$ cat src/rtl/data_bus_arbiter_if.sv
// Request/response port shared by the CPU and DMA masters of data_bus_arbiter.
interface data_bus_arbiter_if #(
  parameter int unsigned W = 32
) ();
  logic         req;
  logic         we;
  logic [W-1:0] addr;
  logic [W-1:0] wdata;
  logic [W-1:0] rdata;
  logic         ack;

  modport master (output req, we, addr, wdata, input rdata, ack);
  modport slave  (input req, we, addr, wdata, output rdata, ack);
endinterface

$ cat src/rtl/data_bus_arbiter.sv
// Arbitrates a single-port synchronous RAM between the CPU data port and a DMA master.
// Build option: DBA_ROUND_ROBIN_EN selects round-robin instead of fixed CPU priority.
module data_bus_arbiter #(
  parameter int unsigned W  = 32,
  parameter int unsigned AW = 10
) (
  input  logic                 clk,
  input  logic                 rst,
  data_bus_arbiter_if.slave    cpu,
  data_bus_arbiter_if.slave    dma,
  output logic                 cpu_stall_o,
  output logic                 mem_en_o,
  output logic                 mem_we_o,
  output logic [AW-1:0]        mem_addr_o,
  output logic [W-1:0]         mem_wdata_o,
  input  logic [W-1:0]         mem_rdata_i,
  output logic                 err_o,
  output logic                 owner_o
);

  localparam logic [1:0] IDLE   = 2'd0;
  localparam logic [1:0] ACCESS = 2'd1;
  localparam logic [1:0] RESP   = 2'd2;

  logic [1:0]    state_q, state_d;
  logic          owner_q, owner_d;
  logic          we_q, we_d;
  logic          oor_q, oor_d;
  logic          mem_en_q, mem_en_d;
  logic          mem_we_q, mem_we_d;
  logic [AW-1:0] mem_addr_q, mem_addr_d;
  logic [W-1:0]  mem_wdata_q, mem_wdata_d;
  logic          cpu_ack_q, cpu_ack_d;
  logic          dma_ack_q, dma_ack_d;
  logic          err_q, err_d;
  logic [W-1:0]  cpu_rdata_q, cpu_rdata_d;
  logic [W-1:0]  dma_rdata_q, dma_rdata_d;

  logic          grant_dma;
  logic          any_req;
  logic          sel_we;
  logic [W-1:0]  sel_addr;
  logic [W-1:0]  sel_wdata;
  logic          sel_oor;
  logic          rdata_live_c;
  logic [W-1:0]  rsp_data_c;
  logic          unused_addr_lsb;

  assign any_req         = cpu.req | dma.req;
  assign unused_addr_lsb = ^{cpu.addr[1:0], dma.addr[1:0]};

`ifdef DBA_ROUND_ROBIN_EN
  // rr_q remembers the last winner; a tie goes to the other master.
  logic rr_q, rr_d;
  assign grant_dma = dma.req & (~cpu.req | ~rr_q);
  assign rr_d      = ((state_q == IDLE) && any_req) ? grant_dma : rr_q;

  always_ff @(posedge clk or negedge rst) begin
    if (!rst) rr_q <= 1'b0;
    else      rr_q <= rr_d;
  end
`else
  assign grant_dma = dma.req & ~cpu.req;
`endif

  assign sel_we    = grant_dma ? dma.we    : cpu.we;
  assign sel_addr  = grant_dma ? dma.addr  : cpu.addr;
  assign sel_wdata = grant_dma ? dma.wdata : cpu.wdata;
  assign sel_oor   = |sel_addr[W-1:AW+2];

  // Out-of-range accesses return zero; writes leave rdata untouched.
  assign rdata_live_c = (state_q == RESP) && (~we_q | oor_q);
  assign rsp_data_c   = oor_q ? '0 : mem_rdata_i;

  always_comb begin
    state_d     = state_q;
    owner_d     = owner_q;
    we_d        = we_q;
    oor_d       = oor_q;
    mem_en_d    = 1'b0;
    mem_we_d    = 1'b0;
    mem_addr_d  = '0;
    mem_wdata_d = '0;
    cpu_ack_d   = 1'b0;
    dma_ack_d   = 1'b0;
    err_d       = 1'b0;
    cpu_rdata_d = cpu_rdata_q;
    dma_rdata_d = dma_rdata_q;

    case (state_q)
      IDLE: begin
        if (any_req) begin
          state_d     = ACCESS;
          owner_d     = grant_dma;
          we_d        = sel_we;
          oor_d       = sel_oor;
          mem_en_d    = ~sel_oor;
          mem_we_d    = sel_we & ~sel_oor;
          mem_addr_d  = sel_addr[AW+1:2];
          mem_wdata_d = sel_wdata;
        end
      end
      ACCESS: begin
        state_d   = RESP;
        cpu_ack_d = ~owner_q;
        dma_ack_d = owner_q;
        err_d     = oor_q;
      end
      RESP: begin
        state_d = IDLE;
        if (rdata_live_c) begin
          if (owner_q) dma_rdata_d = rsp_data_c;
          else         cpu_rdata_d = rsp_data_c;
        end
      end
      default: state_d = IDLE;
    endcase
  end

  always_ff @(posedge clk or negedge rst) begin
    if (!rst) begin
      state_q     <= IDLE;
      owner_q     <= 1'b0;
      we_q        <= 1'b0;
      oor_q       <= 1'b0;
      mem_en_q    <= 1'b0;
      mem_we_q    <= 1'b0;
      mem_addr_q  <= '0;
      mem_wdata_q <= '0;
      cpu_ack_q   <= 1'b0;
      dma_ack_q   <= 1'b0;
      err_q       <= 1'b0;
      cpu_rdata_q <= '0;
      dma_rdata_q <= '0;
    end else begin
      state_q     <= state_d;
      owner_q     <= owner_d;
      we_q        <= we_d;
      oor_q       <= oor_d;
      mem_en_q    <= mem_en_d;
      mem_we_q    <= mem_we_d;
      mem_addr_q  <= mem_addr_d;
      mem_wdata_q <= mem_wdata_d;
      cpu_ack_q   <= cpu_ack_d;
      dma_ack_q   <= dma_ack_d;
      err_q       <= err_d;
      cpu_rdata_q <= cpu_rdata_d;
      dma_rdata_q <= dma_rdata_d;
    end
  end

  // RAM data only exists in the ack cycle, so read data bypasses the hold register there.
  assign cpu.rdata   = (rdata_live_c && !owner_q) ? rsp_data_c : cpu_rdata_q;
  assign dma.rdata   = (rdata_live_c &&  owner_q) ? rsp_data_c : dma_rdata_q;
  assign cpu.ack     = cpu_ack_q;
  assign dma.ack     = dma_ack_q;
  assign cpu_stall_o = cpu.req & ~cpu_ack_q;
  assign mem_en_o    = mem_en_q;
  assign mem_we_o    = mem_we_q;
  assign mem_addr_o  = mem_addr_q;
  assign mem_wdata_o = mem_wdata_q;
  assign err_o       = err_q;
  assign owner_o     = owner_q;

endmodule

$ cat src/flat_wrapper.sv
// flat-port wrapper written by rule: the top's interface ports become plain ports
module data_bus_arbiter_flat 
#(
  parameter int unsigned W  = 32,
  parameter int unsigned AW = 10
)
  (clk, rst, cpu_stall_o, mem_en_o, mem_we_o, mem_addr_o, mem_wdata_o, mem_rdata_i, err_o, owner_o, cpu_req, cpu_we, cpu_addr, cpu_wdata, cpu_rdata, cpu_ack, dma_req, dma_we, dma_addr, dma_wdata, dma_rdata, dma_ack);
  data_bus_arbiter_if #(.W(W)) cpu_i ();
  data_bus_arbiter_if #(.W(W)) dma_i ();
  input  logic clk;
  input  logic rst;
  output logic cpu_stall_o;
  output logic mem_en_o;
  output logic mem_we_o;
  output logic [AW-1:0] mem_addr_o;
  output logic [W-1:0] mem_wdata_o;
  input  logic [W-1:0] mem_rdata_i;
  output logic err_o;
  output logic owner_o;
  input wire logic [$bits(cpu_i.req)-1:0] cpu_req;
  input wire logic [$bits(cpu_i.we)-1:0] cpu_we;
  input wire logic [$bits(cpu_i.addr)-1:0] cpu_addr;
  input wire logic [$bits(cpu_i.wdata)-1:0] cpu_wdata;
  output wire logic [$bits(cpu_i.rdata)-1:0] cpu_rdata;
  output wire logic [$bits(cpu_i.ack)-1:0] cpu_ack;
  input wire logic [$bits(dma_i.req)-1:0] dma_req;
  input wire logic [$bits(dma_i.we)-1:0] dma_we;
  input wire logic [$bits(dma_i.addr)-1:0] dma_addr;
  input wire logic [$bits(dma_i.wdata)-1:0] dma_wdata;
  output wire logic [$bits(dma_i.rdata)-1:0] dma_rdata;
  output wire logic [$bits(dma_i.ack)-1:0] dma_ack;
  assign cpu_i.req = cpu_req;
  assign cpu_i.we = cpu_we;
  assign cpu_i.addr = cpu_addr;
  assign cpu_i.wdata = cpu_wdata;
  assign cpu_rdata = cpu_i.rdata;
  assign cpu_ack = cpu_i.ack;
  assign dma_i.req = dma_req;
  assign dma_i.we = dma_we;
  assign dma_i.addr = dma_addr;
  assign dma_i.wdata = dma_wdata;
  assign dma_rdata = dma_i.rdata;
  assign dma_ack = dma_i.ack;
  data_bus_arbiter #(.W(W), .AW(AW)) u_core (.clk(clk), .rst(rst), .cpu(cpu_i), .dma(dma_i), .cpu_stall_o(cpu_stall_o), .mem_en_o(mem_en_o), .mem_we_o(mem_we_o), .mem_addr_o(mem_addr_o), .mem_wdata_o(mem_wdata_o), .mem_rdata_i(mem_rdata_i), .err_o(err_o), .owner_o(owner_o));
endmodule
$ cat config.mk
export PLATFORM = sky130hd
export DESIGN_NAME = data_bus_arbiter_flat
export DESIGN_NICKNAME = d
export VERILOG_FILES = /design/src/rtl/data_bus_arbiter_if.sv /design/src/rtl/data_bus_arbiter.sv /design/src/flat_wrapper.sv
export SDC_FILE = /design/constraint.sdc
export NUM_CORES = 1
export LEC_CHECK = 0
export BUFFER_PORTS_ARGS = -buffer_cell sky130_fd_sc_hd__buf_2
export CAP_MARGIN = 20
export CORE_ASPECT_RATIO = 1.4
export CORE_UTILIZATION = 46
export CTS_CLUSTER_SIZE = 8
export DETAILED_ROUTE_END_ITERATION = 10
export GPL_TIMING_DRIVEN = 0
export HOLD_SLACK_MARGIN = 0.12
export PLACE_DENSITY = 0.8
export SYNTH_ARGS = -nofsm -noshare
export SYNTH_HDL_FRONTEND = slang
export SYNTH_SLANG_ARGS = --single-unit
$ cat constraint.sdc
create_clock -name clk -period 2.2 [get_ports clk]
set_clock_uncertainty 0.05 [all_clocks]
set_input_delay 0.33 -clock clk [delete_from_list [all_inputs] [get_ports clk]]
set_output_delay 0.33 -clock clk [all_outputs]
set_load 0.02 [all_outputs]
==> qor.csv, run 1 <==
stage,metric,value,unit
clock_network,clockBufferDepth,2,
route,vias_per_cell,5.29,
worst_setup_path,required,1.82,ns
clock_network,cts_tree,yes,
worst_setup_path,critPathCapture,dma_rdata[23],
sta,hold_violations,0,
route,antenna_left,0,
floorplan,core_area,11800,sq um
yosys,netlist_area,5590,sq um
sta,period_share,1.18,
global_route,antenna_found_initial,0,
sta,finalSetupViolCount,64,
route,top_layer,met4,
cells_and_area,syn2layout_area_growth,61.3,%
route,wl_per_cell,20.7,um
worst_setup_path,arrival,2.21,ns
floorplan,die-area,12600,sq um
yosys,ys_types,27,
route,dr_wl_met2,9710,um
route,drc,0,
yosys,synth_edf_count,0,
pwr,irDropWorstVdd,0.000546,V
worst_setup_path,path_cells,"nor2b_4, or4b_4, buf_12, clkbuf_16, mux2_4, buf_6",
worst_setup_path,critical_path.max_stage_delay,0.49,ns
yosys,yosysSeqAreaShare,0.519,
yosys,yosysWarnings,0,
floorplan,rows,47,
worst_setup_path,crit_start,u_core.we_q,
global_route,grt.total_usage,0.314,
cells_and_area,n_antenna_cell,0,
worst_setup_path,reg2reg_depth,3,
clock_network,clkLatencyLatePin,0.41,ns
global_route,grt_pass1_wl,29400,um
sta,finalMaxSlewViolations,0,
clock_network,path_clk_slew,0.06,ns
cells_and_area,final_util,0.763,
worst_setup_path,cp.depth,6,
worst_setup_path,slowest_stage,or4b_4,
sta,rsz0062_at_grt,yes,
yosys,yosysMostFrequentCell,dfrtp_1,
floorplan,boundaryPins,279,
min_path,hp-class,input pin to flip-flop,
run,maxCapViolCount,0,
yosys,netlist_instances,386,
worst_setup_path,critPathBufInv,3,
yosys,synthesis.nets,552,
yosys,synth.area.top_cells,"dfrtp_1, mux2_4, mux2_1",
yosys,synth_ff_type,dfrtp_1,
clock_network,numCtsBuffers,17,
placed_design,gp_congestion,0.913,
route,drt_iter0_drc,184,
worst_setup_path,crit_family,simple AND/OR/NAND/NOR gates,
placed_design,io_buffers,274,
worst_setup_path,worstPathMaxFanout,9,
global_route,grt_overflow,0,
cells_and_area,fin_area,9020,sq um
route,drt_pass1_iterations,4,
yosys,yosys.area.top_type,dfrtp_1,
global_route,grt_max_degree,67,
sta,slew_headroom,0.507,
cells_and_area,drive_above_1_share,0.504,
worst_setup_path,reg2reg_slack,0.03,ns
yosys,synthTopCellsByCount,"dfrtp_1, mux2_1, mux2_4",
floorplan,die-height,132,um
route,met3RoutedLength,1320,um
route,vias,4955,
run_status,violations,setup timing,
sta,fin_crit,2.59,ns
global_route,grt_pass1_vias,5445,
run_status,status,"complete, but fails checks",
placed_design,placed_area,7180,sq um
worst_setup_path,worstSetupPathType,flip-flop to output pin,
worst_setup_path,end_kind,output pin,
pwr,p_per_area,1050,nW/um^2
clock_network,htreeDepth,4,
route,wl_met1,7770,um
floorplan,fp.dieW,95.2,um
placed_design,dp_hpwl,11600,um
cells_and_area,layout.nets,942,
sta,tightest_slew,0.737,ns
sta,setup_ws,-0.391,ns
yosys,synth_top_area_share,0.519,
floorplan,initial_core_util,0.473,
clock_network,numClockSinks,116,
route,drt_wl_total,19400,um
yosys,syn_area_per_cell,14.5,sq um
worst_setup_path,rr_endpoint,u_core.mem_addr_o[9],
worst_setup_path,cp-start-kind,flip-flop,
worst_setup_path,worstReg2RegStart,u_core.state_q[0],
sta,fmax,386,MHz
clock_network,root_buffer,clkbuf_16,
placed_design,post-place-ws,-0.228,ns
yosys,synthArstFlopShare,1.00,
pwr,leakage,0.00502,uW
yosys,synth_seq_cells,116,
==> how the worst min path moves through the flow <==
| stage | start | endpoint | cells after the start |
|---|---|---|---|
| finish | dma_wdata[13] | u_core.mem_wdata_o[13] | 2 |
| global route | dma_wdata[13] | u_core.mem_wdata_o[13] | 2 |
| CTS | dma_addr[4] | u_core.mem_addr_o[2] | 2 |
| detailed placement | rst | u_core.dma_rdata_q[10] | 1 |
| global placement | u_core.cpu_rdata_q[31] | u_core.cpu_rdata_q[31] | 1 |
| floorplan | rst | u_core.cpu.ack | 0 |
==> registers in the layout (all words and copies together), names as in the netlist <==
signal	count
u_core.we_q	1
u_core.dma_rdata_q	32
u_core.oor_q	1
u_core.mem_we_o	1
u_core.mem_wdata_o	32
u_core.owner_o	1
u_core.mem_en_o	1
u_core.mem_addr_o	10
u_core.err_o	1
u_core.cpu_rdata_q	32
u_core.cpu.ack	1
u_core.dma.ack	1
u_core.state_q	2
==> cell usage in the layout, fill, tap and decap left out, drive strengths merged <==
| master | instances |
|---|---|
| mux2 | 128 |
| nor3 | 1 |
| nor4b | 2 |
| or4b | 1 |
| clkinv | 6 |
| dlygate4sd3 | 83 |
| and2b | 4 |
| nor3b | 1 |
| o21a | 2 |
| a22o | 42 |
| a21oi | 2 |
| clkinvlp | 3 |
| o21bai | 1 |
| nand2b | 1 |
| mux2i | 2 |
| nand3 | 1 |
| buf | 301 |
| nand4 | 2 |
| clkbuf | 32 |
| nor2b | 31 |
| bufinv | 3 |
| nor4 | 10 |
| dfrtp | 116 |
| and2 | 5 |
| nand2 | 2 |
| nor2 | 3 |
| inv | 4 |
==> metal layers <==
layer	track usage	up-vias
met5	0	-
met4	0.140	0
met3	0.0851	47
met2	0.522	271
met1	0.374	2436
li1	-	2201
==> what timing repair did <==
action	4_1_cts	5_1_grt
gates resized for setup	60	24
hold buffers	83	0
pin swaps	1	0
endpoints found under the setup margin	64	65
setup buffers	8	2
endpoints found under the hold margin	92	0
gates cloned	1	2
==> layout make-up <==
cell class	instances	area [sq um]
Buffer	26	248
Clock buffer	19	433
Clock inverter	13	159
Fill cell	721	2800
Inverter	3	11.3
Multi-Input combinational cell	241	2500
Sequential cell	116	2900
Tap cell	147	184
Timing Repair Buffer	371	2580
==> cell families after synthesis <==
logic type,synth area share
AO/OA/AOI/OAI,0.0716
multiplexers,0.301
AND/OR/NAND/NOR,0.0734
flip-flops,0.519
buffers and inverters,0.0347
==> where the power goes <==
group	leakage (uW)	internal [uW]	switching (uW)	total, uW
clock network	0.000283	1780	1010	2790
registers	0.00157	2610	263	2870
logic	0.00317	1980	1860	3840
==> metrics by stage <==
step / TNS [ns] / hold WS (ns) / power, uW / std cells
3_5_place_dp: -11.32 / 0.343 / 5960 / 808
4_1_cts: -22.63 / 0.121 / 9240 / 932
3_3_place_gp: -74.57 / 0.410 / 5870 / 807
5_1_grt: -26.27 / 0.139 / 9850 / 936
6_report: -22.50 / 0.140 / 9500 / 936
2_1_floorplan: 0 / -0.0156 / 4940 / 386
Power figures use the tool's default switching activity.
==> run 2, diff against run 1 <==
REMOVE_ABC_BUFFERS = 1   (was default)
==> run 2 against run 1 <==
  * The run still ends with setup timing left
  * Register-to-register slack lost 0.12 ns
  * Via count up 5.2%
  * Routed wire length up 13%
  * Sequential cell count stayed put
  * Global-route usage is 3.3 points higher
  * Worst setup slack improved by 0.052 ns
  * Combinational power up 12%
  * Sequential share of layout area shrank 1.7 points
  * Critical path depth decreased by 1
  * First-iteration DRC count up 39%
  * Sequential power is essentially flat
  * Fmax up 2.0%
  * Critical path type unchanged
  * Critical endpoint is now dma_rdata[2]
  * Largest power group unchanged
  * Highest routed layer unchanged
==> qor.csv, run 2 (same netlist as run 1, synthesis figures left out) <==
stage,metric,value,unit
pwr,leakage,0.00520,uW
min_path,hp-class,input pin to flip-flop,
sta,period_share,1.15,
floorplan,initial_core_util,0.473,
run_status,violations,setup timing,
cells_and_area,fillers,607,
sta,finalMaxSlewViolations,0,
cells_and_area,layout.nets,962,
route,vias,5211,
worst_setup_path,path_cells,"nor2b_4, or4b_4, clkbuf_16, mux2_4, buf_6",
clock_network,path_clk_slew,0.07,ns
clock_network,numClockSinks,116,
sta,finalSetupViolCount,81,
sta,tightest_slew,0.668,ns
min_path,min_to,u_core.mem_wdata_o[26],
pwr,irDropWorstVdd,0.000678,V
worst_setup_path,reg2reg_depth,3,
sta,slew_headroom,0.555,
floorplan,rows,47,
route,drt_pass1_iterations,4,
cells_and_area,final_util,0.808,
floorplan,die-area,12600,sq um
global_route,grt.total_usage,0.347,
worst_setup_path,cp-start-kind,flip-flop,
min_path,hp-start,dma_wdata[26],
cells_and_area,mostFrequentLayoutCell,buf_2,
clock_network,clkLatencyLatePin,0.40,ns
clock_network,clockBufferDepth,2,
route,vias_per_cell,5.44,
pwr,p_total,10100,uW
worst_setup_path,worstReg2RegStart,u_core.state_q[0],
clock_network,htreeDepth,4,
worst_setup_path,end_kind,output pin,
placed_design,dp_hpwl,11300,um
global_route,grt_pass1_vias,5758,
sta,fmax,394,MHz
worst_setup_path,critPathBufInv,2,
route,drt_wl_total,21800,um
pwr,p_per_area,1060,nW/um^2
route,drc,0,
worst_setup_path,arrival,2.16,ns
cells_and_area,layout_common_cells,"buf_2, dfrtp_1, mux2_4",
global_route,antenna_found_initial,2,
floorplan,core_area,11800,sq um
clock_network,root_buffer,clkbuf_16,
clock_network,numCtsBuffers,17,
cells_and_area,syn2layout_area_growth,70.8,%
worst_setup_path,worstPathMaxFanout,7,
worst_setup_path,reg2reg_slack,-0.09,ns
route,antenna_left,0,
worst_setup_path,worstSetupPathType,flip-flop to output pin,
placed_design,gp_congestion,0.802,
worst_setup_path,crit_family,simple AND/OR/NAND/NOR gates,
placed_design,io_buffers,274,
run_status,status,"complete, but fails checks",
worst_setup_path,critical_path.max_stage_delay,0.57,ns
min_path,min_path_cells,2,
global_route,grt_pass1_wl,31800,um
global_route,grt_max_degree,76,
floorplan,die-height,132,um
route,drt_iter0_drc,256,
worst_setup_path,required,1.82,ns
sta,hold_violations,0,
floorplan,boundaryPins,279,
sta,setup_ws,-0.339,ns
global_route,grt_overflow,0,
clock_network,cts_tree,yes,
route,wl_per_cell,22.8,um
cells_and_area,drive_above_1_share,0.574,
floorplan,fp.dieW,95.2,um
sta,rsz0062_at_grt,yes,
worst_setup_path,slowest_stage,or4b_4,
worst_setup_path,rr_endpoint,u_core.dma_rdata_q[31],
run,maxCapViolCount,0,
sta,fin_crit,2.54,ns
run 2: cell count changes in the layout (fill, tap and decap cells not counted), moves of 4 or more:
cell | previous run | this run
buf_6 | 33 | 60
mux2_1 | 68 | 38
mux2_4 | 60 | 90
buf_4 | 12 | 37
buf_8 | 4 | 8
buf_2 | 245 | 221
clkbuf_1 | 12 | 1
run 2: area by class of cell:
class / count / area [sq um] / area share
Clock buffer: 18 / 429 / 0.0449
Timing Repair Buffer: 415 / 3170 / 0.331
Inverter: 3 / 11.3 / 0.00118
Clock inverter: 14 / 186 / 0.0195
Antenna cell: 2 / 5.00 / 0.000524
Multi-Input combinational cell: 243 / 2670 / 0.279
Sequential cell: 116 / 2910 / 0.304
Tap cell: 147 / 184 / 0.0192
run 2: report_power, final:
group	leakage, uW	switching (uW)	internal [uW]	total [uW]
Clock	0.000299	1030	1890	2910
Sequential	0.00157	292	2610	2900
Combinational	0.00333	2020	2300	4320
run 2: per-layer routing:
| metal | up-vias | track usage | wire length (um) |
|---|---|---|---|
| met5 | - | 0 | 0 |
| met4 | 0 | 0.176 | 1020 |
| li1 | 2241 | - | - |
| met2 | 323 | 0.598 | 11300 |
| met3 | 71 | 0.102 | 1720 |
| met1 | 2576 | 0.378 | 7760 |
run 2: worst max path at each step:
stage | start | end | slack [ns] | cells past startpoint
2_1_floorplan | u_core.oor_q | cpu_rdata[0] | -6.82 | 3
3_3_place_gp | u_core.oor_q | cpu_rdata[12] | -10.05 | 4
3_5_place_dp | u_core.oor_q | cpu_rdata[12] | -0.98 | 7
4_1_cts | u_core.we_q | cpu_rdata[9] | -0.37 | 7
5_1_grt | u_core.we_q | cpu_rdata[15] | -0.42 | 7
6_report | u_core.we_q | dma_rdata[2] | -0.34 | 5
run 2: through the flow:
stage	setup TNS [ns]	hold WS, ns	worst slack, ns	std cells	instance area (sq um)
after global placement	-815.50	0.410	-10.05	781	6970
final	-19.62	0.136	-0.339	958	9560
after global routing	-25.07	0.129	-0.420	957	9550
after floorplan	-473.22	-0.0156	-6.82	360	5410
after CTS	-26.52	0.124	-0.370	941	9260
after detailed placement	-76.35	0.317	-0.982	794	7150
run 2: what timing repair did:
| action | 4_1_cts | 5_1_grt |
|---|---|---|
| buffers inserted | 32 | 13 |
| pin swaps | 3 | 1 |
| cloned | 2 | 1 |
| endpoints found under the hold margin | 82 | 0 |
| resized for setup | 117 | 47 |
| hold buffers | 81 | 0 |
| setup endpoints to repair | 126 | 81 |
